### config.mk
export PLATFORM = sky130hd
export DESIGN_NAME = kernel_invoke_ctrl
export DESIGN_NICKNAME = d
export VERILOG_FILES = /design/src/rtl/kernel_invoke_ctrl.sv
export SDC_FILE = /design/constraint.sdc
export NUM_CORES = 1
export LEC_CHECK = 0
export ABC_CLOCK_PERIOD_IN_PS = 6600
export CORE_ASPECT_RATIO = 0.9
export CORE_UTILIZATION = 45
export DETAILED_ROUTE_END_ITERATION = 10
export GPL_ROUTABILITY_DRIVEN = 1
export GPL_TIMING_DRIVEN = 0
export HOLD_SLACK_MARGIN = 0.08
export PLACE_DENSITY_LB_ADDON = 0.05
export SLEW_MARGIN = 0
export SYNTH_ARGS = -nofsm -noshare
export SYNTH_HDL_FRONTEND = slang
export SYNTH_SLANG_ARGS = --single-unit
### constraint.sdc
create_clock -name clk -period 6.6 [get_ports clk]
set_input_delay 1.65 -clock clk [delete_from_list [all_inputs] [get_ports clk]]
set_output_delay 1.65 -clock clk [all_outputs]
set_load 0.03 [all_outputs]
### src/rtl/kernel_invoke_ctrl.sv
// Sequences one Dynamatic kernel run per tagged command and queues {out0, tag, cycles, timeout} results.
// ap_start rises 1 cycle after command accept; cmd_ready is withheld while busy or the result FIFO is full.
module kernel_invoke_ctrl #(
  parameter int DATA_WIDTH     = 8,
  parameter int TAG_WIDTH      = 4,
  parameter int CYCLE_WIDTH    = 32,
  parameter int TIMEOUT_CYCLES = 100000,
  parameter int KRST_CYCLES    = 2,
  parameter int FIFO_DEPTH     = 4
) (
  input  logic                   clk,
  input  logic                   rst,
  input  logic                   cmd_valid,
  output logic                   cmd_ready,
  input  logic [TAG_WIDTH-1:0]   cmd_tag,
  output logic                   kernel_rst,
  output logic                   ap_start,
  input  logic                   ap_ready,
  input  logic                   ap_done,
  input  logic [DATA_WIDTH-1:0]  kernel_out0,
  output logic                   res_valid,
  input  logic                   res_ready,
  output logic [DATA_WIDTH-1:0]  res_data,
  output logic [TAG_WIDTH-1:0]   res_tag,
  output logic [CYCLE_WIDTH-1:0] res_cycles,
  output logic                   res_timeout,
  output logic                   busy
);

  localparam int PW   = (FIFO_DEPTH > 1) ? $clog2(FIFO_DEPTH) : 1;
  localparam int CNTW = PW + 1;
  localparam int KW   = (KRST_CYCLES > 1) ? $clog2(KRST_CYCLES + 1) : 1;
  localparam logic [CYCLE_WIDTH-1:0] TO_VAL    = CYCLE_WIDTH'(TIMEOUT_CYCLES);
  localparam logic [CNTW-1:0]        DEPTH_VAL = CNTW'(FIFO_DEPTH);
  localparam logic [KW-1:0]          KRST_LAST = KW'(KRST_CYCLES - 1);

  typedef struct packed {
    logic [DATA_WIDTH-1:0]  data;
    logic [TAG_WIDTH-1:0]   tag;
    logic [CYCLE_WIDTH-1:0] cycles;
    logic                   timeout;
  } res_t;

  typedef enum logic [1:0] {S_IDLE, S_START, S_RUN, S_ABORT} state_t;

  state_t                 r_state, w_state_nxt;
  logic [TAG_WIDTH-1:0]   r_tag;
  logic [CYCLE_WIDTH-1:0] r_cnt;
  logic [KW-1:0]          r_krst_cnt;
  res_t                   r_mem [FIFO_DEPTH];
  logic [PW-1:0]          r_wr_ptr, r_rd_ptr;
  logic [CNTW-1:0]        r_count;

  logic                   w_full, w_push, w_pop, w_accept_cmd, w_accept_start;
  logic                   w_done, w_timeout_hit, w_krst_last;
  logic [CYCLE_WIDTH-1:0] w_cnt_inc;
  res_t                   w_push_entry;

  assign w_full         = (r_count == DEPTH_VAL);
  assign w_accept_cmd   = cmd_valid && cmd_ready;
  assign w_accept_start = (r_state == S_START) && ap_ready && !rst;
  assign w_cnt_inc      = (&r_cnt) ? r_cnt : r_cnt + 1'b1;
  assign w_done         = (r_state == S_RUN) && ap_done;
  // Done takes priority over a timeout landing in the same cycle.
  assign w_timeout_hit  = (r_state == S_RUN) && !ap_done && (w_cnt_inc >= TO_VAL);
  assign w_krst_last    = (r_krst_cnt == KRST_LAST);
  assign w_pop          = res_valid && res_ready;

  always_ff @(posedge clk) begin
    if (rst) r_state <= S_IDLE;
    else     r_state <= w_state_nxt;
  end

  always_comb begin
    w_state_nxt = r_state;
    unique case (r_state)
      S_IDLE:  if (w_accept_cmd) w_state_nxt = S_START;
      S_START: if (ap_ready) w_state_nxt = S_RUN;
      S_RUN: begin
        if (w_done)             w_state_nxt = S_IDLE;
        else if (w_timeout_hit) w_state_nxt = S_ABORT;
      end
      S_ABORT: if (w_krst_last) w_state_nxt = S_IDLE;
      default: w_state_nxt = S_IDLE;
    endcase
  end

  always_comb begin
    cmd_ready    = (r_state == S_IDLE) && !w_full && !rst;
    ap_start     = (r_state == S_START) && !rst;
    busy         = (r_state != S_IDLE);
    kernel_rst   = rst || (r_state == S_ABORT);
    w_push       = (w_done || w_timeout_hit) && !w_full;
    w_push_entry = '0;
    w_push_entry.tag = r_tag;
    if (w_done) begin
      w_push_entry.data   = kernel_out0;
      w_push_entry.cycles = w_cnt_inc;
    end else begin
      w_push_entry.cycles  = TO_VAL;
      w_push_entry.timeout = 1'b1;
    end
  end

  always_ff @(posedge clk) begin
    if (rst) begin
      r_tag      <= '0;
      r_cnt      <= '0;
      r_krst_cnt <= '0;
    end else begin
      if (w_accept_cmd) r_tag <= cmd_tag;
      if (w_accept_start)          r_cnt <= '0;
      else if (r_state == S_RUN)   r_cnt <= w_cnt_inc;
      if (r_state == S_ABORT) r_krst_cnt <= r_krst_cnt + 1'b1;
      else                    r_krst_cnt <= '0;
    end
  end

  always_ff @(posedge clk) begin
    if (rst) begin
      r_wr_ptr <= '0;
      r_rd_ptr <= '0;
      r_count  <= '0;
      for (int i = 0; i < FIFO_DEPTH; i++) r_mem[i] <= '0;
    end else begin
      if (w_push) begin
        r_mem[r_wr_ptr] <= w_push_entry;
        r_wr_ptr        <= r_wr_ptr + 1'b1;
      end
      if (w_pop) r_rd_ptr <= r_rd_ptr + 1'b1;
      if (w_push && !w_pop)      r_count <= r_count + 1'b1;
      else if (!w_push && w_pop) r_count <= r_count - 1'b1;
    end
  end

  assign res_valid   = (r_count != '0);
  assign res_data    = r_mem[r_rd_ptr].data;
  assign res_tag     = r_mem[r_rd_ptr].tag;
  assign res_cycles  = r_mem[r_rd_ptr].cycles;
  assign res_timeout = r_mem[r_rd_ptr].timeout;

endmodule

==> impl_metrics.env <==
export IMPL_dr_first_iter_drc_count=728
export IMPL_holdBufCountCts=0
export IMPL_cap_violations=0
export IMPL_design_area_sq_mm=0.0132
export IMPL_drv_slew=0
export IMPL_final_antenna_net_count=0
export IMPL_synthCells=917
export IMPL_layout_worst_path_cycle_share=0.810
export IMPL_cts_buffers=25
export IMPL_diodes=0
export IMPL_clkTransAtPathRegs_ns=0.06
export IMPL_netlist_area_sq_mm=0.0111
export IMPL_grt_pass1_wl_um=42200
export IMPL_finalPower_w=0.00401
export IMPL_die_area_sq_mm=0.0253
export IMPL_antenna_found_initial=0
export IMPL_cts_resized=0
export IMPL_slew_headroom=0.150
export IMPL_post_cts_buffers=0
export IMPL_path_class="flop to primary output"
export IMPL_worstMarginPinSlew_ns=1.27
export IMPL_post_dp_hpwl_um=18200
export IMPL_seqCellArea_sq_mm=0.00639
export IMPL_nets=1040
export IMPL_die_x_um=167
export IMPL_cp_max_fo=10
export IMPL_placed_area_sq_mm=0.0124
export IMPL_die_h_um=151
export IMPL_initial_core_util=0.458
export IMPL_cts_tree="built"
export IMPL_grtUsageTotal=0.222
export IMPL_drive_gt1_frac=0.170
export IMPL_io_pins=68
export IMPL_crit_path_end_kind="primary output"
export IMPL_synth_edff_count=180
export IMPL_peakVddDrop_uv=186
export IMPL_ys_top_cells_by_area="edfxtp_1, mux4_2, dfxtp_1"
export IMPL_max_freq_mhz=187
export IMPL_start_kind="flop"
export IMPL_synth_main_ff_cell="edfxtp_1"
export IMPL_cp_data_required_time_ns=4.95
export IMPL_multi_input_area_sq_mm=0.00420
export IMPL_hp_class="flop to flop"
export IMPL_finalHoldViolCount=0
export IMPL_period_minus_slack_ns=5.35
export IMPL_final_setup_skew_ns=0.00909
export IMPL_drc_errors=0
export IMPL_core_area_sq_mm=0.0242
export IMPL_ys_seq_elements=229
export IMPL_fill_cells=2090
export IMPL_avgSynthCellArea_sq_um=12.1
export IMPL_first_pass_iters=5
export IMPL_rsz0062_at_grt="false"
export IMPL_power_per_cell_area_mw_per_mm2=304
export IMPL_routed_wl_um=27200
export IMPL_overflow=0
export IMPL_wl_per_cell_um=20.2
export IMPL_arrival_ns=3.70
export IMPL_async_reset_ff_frac=0
export IMPL_synth_top_cell_area_share=0.488
export IMPL_ys_seq_area_frac=0.576
export IMPL_grt_pass1_vias=7337
export IMPL_syn_to_final_growth_pct=19.2
export IMPL_status="finished, final reports clean"
export IMPL_clock_latency_ns=0.52
export IMPL_drt_vias_per_instance=5.50
export IMPL_synth_fp_nets=939
export IMPL_port_buffers=66
export IMPL_cts_sinks=229
export IMPL_cts_root_buf="clkbuf_16"
export IMPL_clockBufferDepth=3
export IMPL_yosysTopAreaCell="edfxtp_1"
export IMPL_h_tree_depth=1
export IMPL_p_leak_nw=4.61
export IMPL_synth_warnings=0
export IMPL_globalplace_congestion=0.845
export IMPL_dr_total_vias=7393
export IMPL_ys_types=65
export IMPL_finalSetupViolCount=0
export IMPL_grt_max_degree=24
export IMPL_row_count=54
## per-stage QoR
step                      utilization  setup TNS [ns]  hold slack [ns]  worst slack (ns)  instances
final                           0.546               0            0.453              1.25       1345
after global routing            0.546               0            0.476              1.08       1345
after CTS                       0.546               0            0.449              1.16       1345
after detailed placement        0.511               0            0.436              1.61       1299
after global placement          0.501         -523.13            0.422             -3.10       1291
after floorplan                     -               0            0.407             0.662        917
## report_power, final
| group | internal (W) | switching [W] | leakage [nW] |
|---|---|---|---|
| Sequential | 0.00162 | 0.0000279 | 2.26 |
| Combinational | 0.000408 | 0.000520 | 1.93 |
| Clock | 0.000859 | 0.000578 | 0.424 |
## worst max-delay path, cell delays in order (launching register included)
cell and delay, ns:
dfxtp_1 0.31, clkbuf_1 0.60, clkbuf_1 1.00, mux4_2 0.64, clkdlybuf4s50_1 0.61
## kinds of logic (layout without fill, tap and decap cells)
logic type	count (synthesis)	in the layout	synth area share
AOI/OAI and AO/OA	72	72	0.0472
xor gates and xnor gates	49	49	0.0387
adders and majority gates	4	4	0.00519
buffers and inverters	114	234	0.0487
DFF	229	229	0.576
muxes	57	57	0.103
and+or+nand+nor	392	392	0.181
## final cells by class
cell class / instances / area share
Clock inverter: 14 / 0.0116
Inverter: 44 / 0.0125
Buffer: 70 / 0.0283
Tap cell: 308 / 0.0292
Timing Repair Buffer: 74 / 0.0644
Sequential cell: 229 / 0.484
Clock buffer: 32 / 0.0524
Multi-Input combinational cell: 574 / 0.318
## registers in the layout, summed over array words and instances, names as in the netlist, named ones only
register	flops
r_cnt	32
r_wr_ptr	2
r_state	2
r_krst_cnt	2
r_rd_ptr	2
r_count	3
r_mem	180
r_tag	4
## final timing paths
kind	to	startpoint	slack, ns	cells past startpoint
max reg2reg	r_count[2]$_SDFFE_PP0P_	r_cnt[0]$_SDFFE_PP0N_	2.39	15
max	res_cycles[13]	flop	1.25	4
min reg2reg	r_krst_cnt[0]$_SDFF_PP0_	r_krst_cnt[0]$_SDFF_PP0_	0.45	1
min	r_krst_cnt[0]$_SDFF_PP0_	r_krst_cnt[0]$_SDFF_PP0_	0.45	1
## Yosys cell counts, drive strengths merged, types with 5 or more instances
cell,n
or3,5
o211ai,5
clkbuf,39
a21oi,16
o21ai,25
nand3,24
xor2,22
nor4,6
nor2,181
nor3,55
edfxtp,180
and3,14
mux4,45
xnor2,27
or2,7
and4,9
nand4,17
and2,8
dfxtp,49
nand2b,20
inv,44
mux2,5
mux2i,7
buf,31
nand2,38
## routing by layer
metal / part of all wire / up-vias / track usage / wire (um)
met1: 0.47 / 3652 / 0.311 / 12700
met4: 0.019 / 0 / 0.0546 / 523
met5: 0 / - / 0 / 0
li1: - / 3517 / - / -
met3: 0.047 / 35 / 0.0300 / 1270
met2: 0.47 / 189 / 0.366 / 12700
## placed cells by master, fill, tap and decap left out, drive strengths merged, types with 27 or more instances in the layout
cell           count
nor2             181
edfxtp           180
clkbuf            71
clkdlybuf4s50     66
nor3              55
dfxtp             49
inv               46
mux4              45
buf               39
nand2             38
xnor2             27
Power figures use the tool's default switching activity.
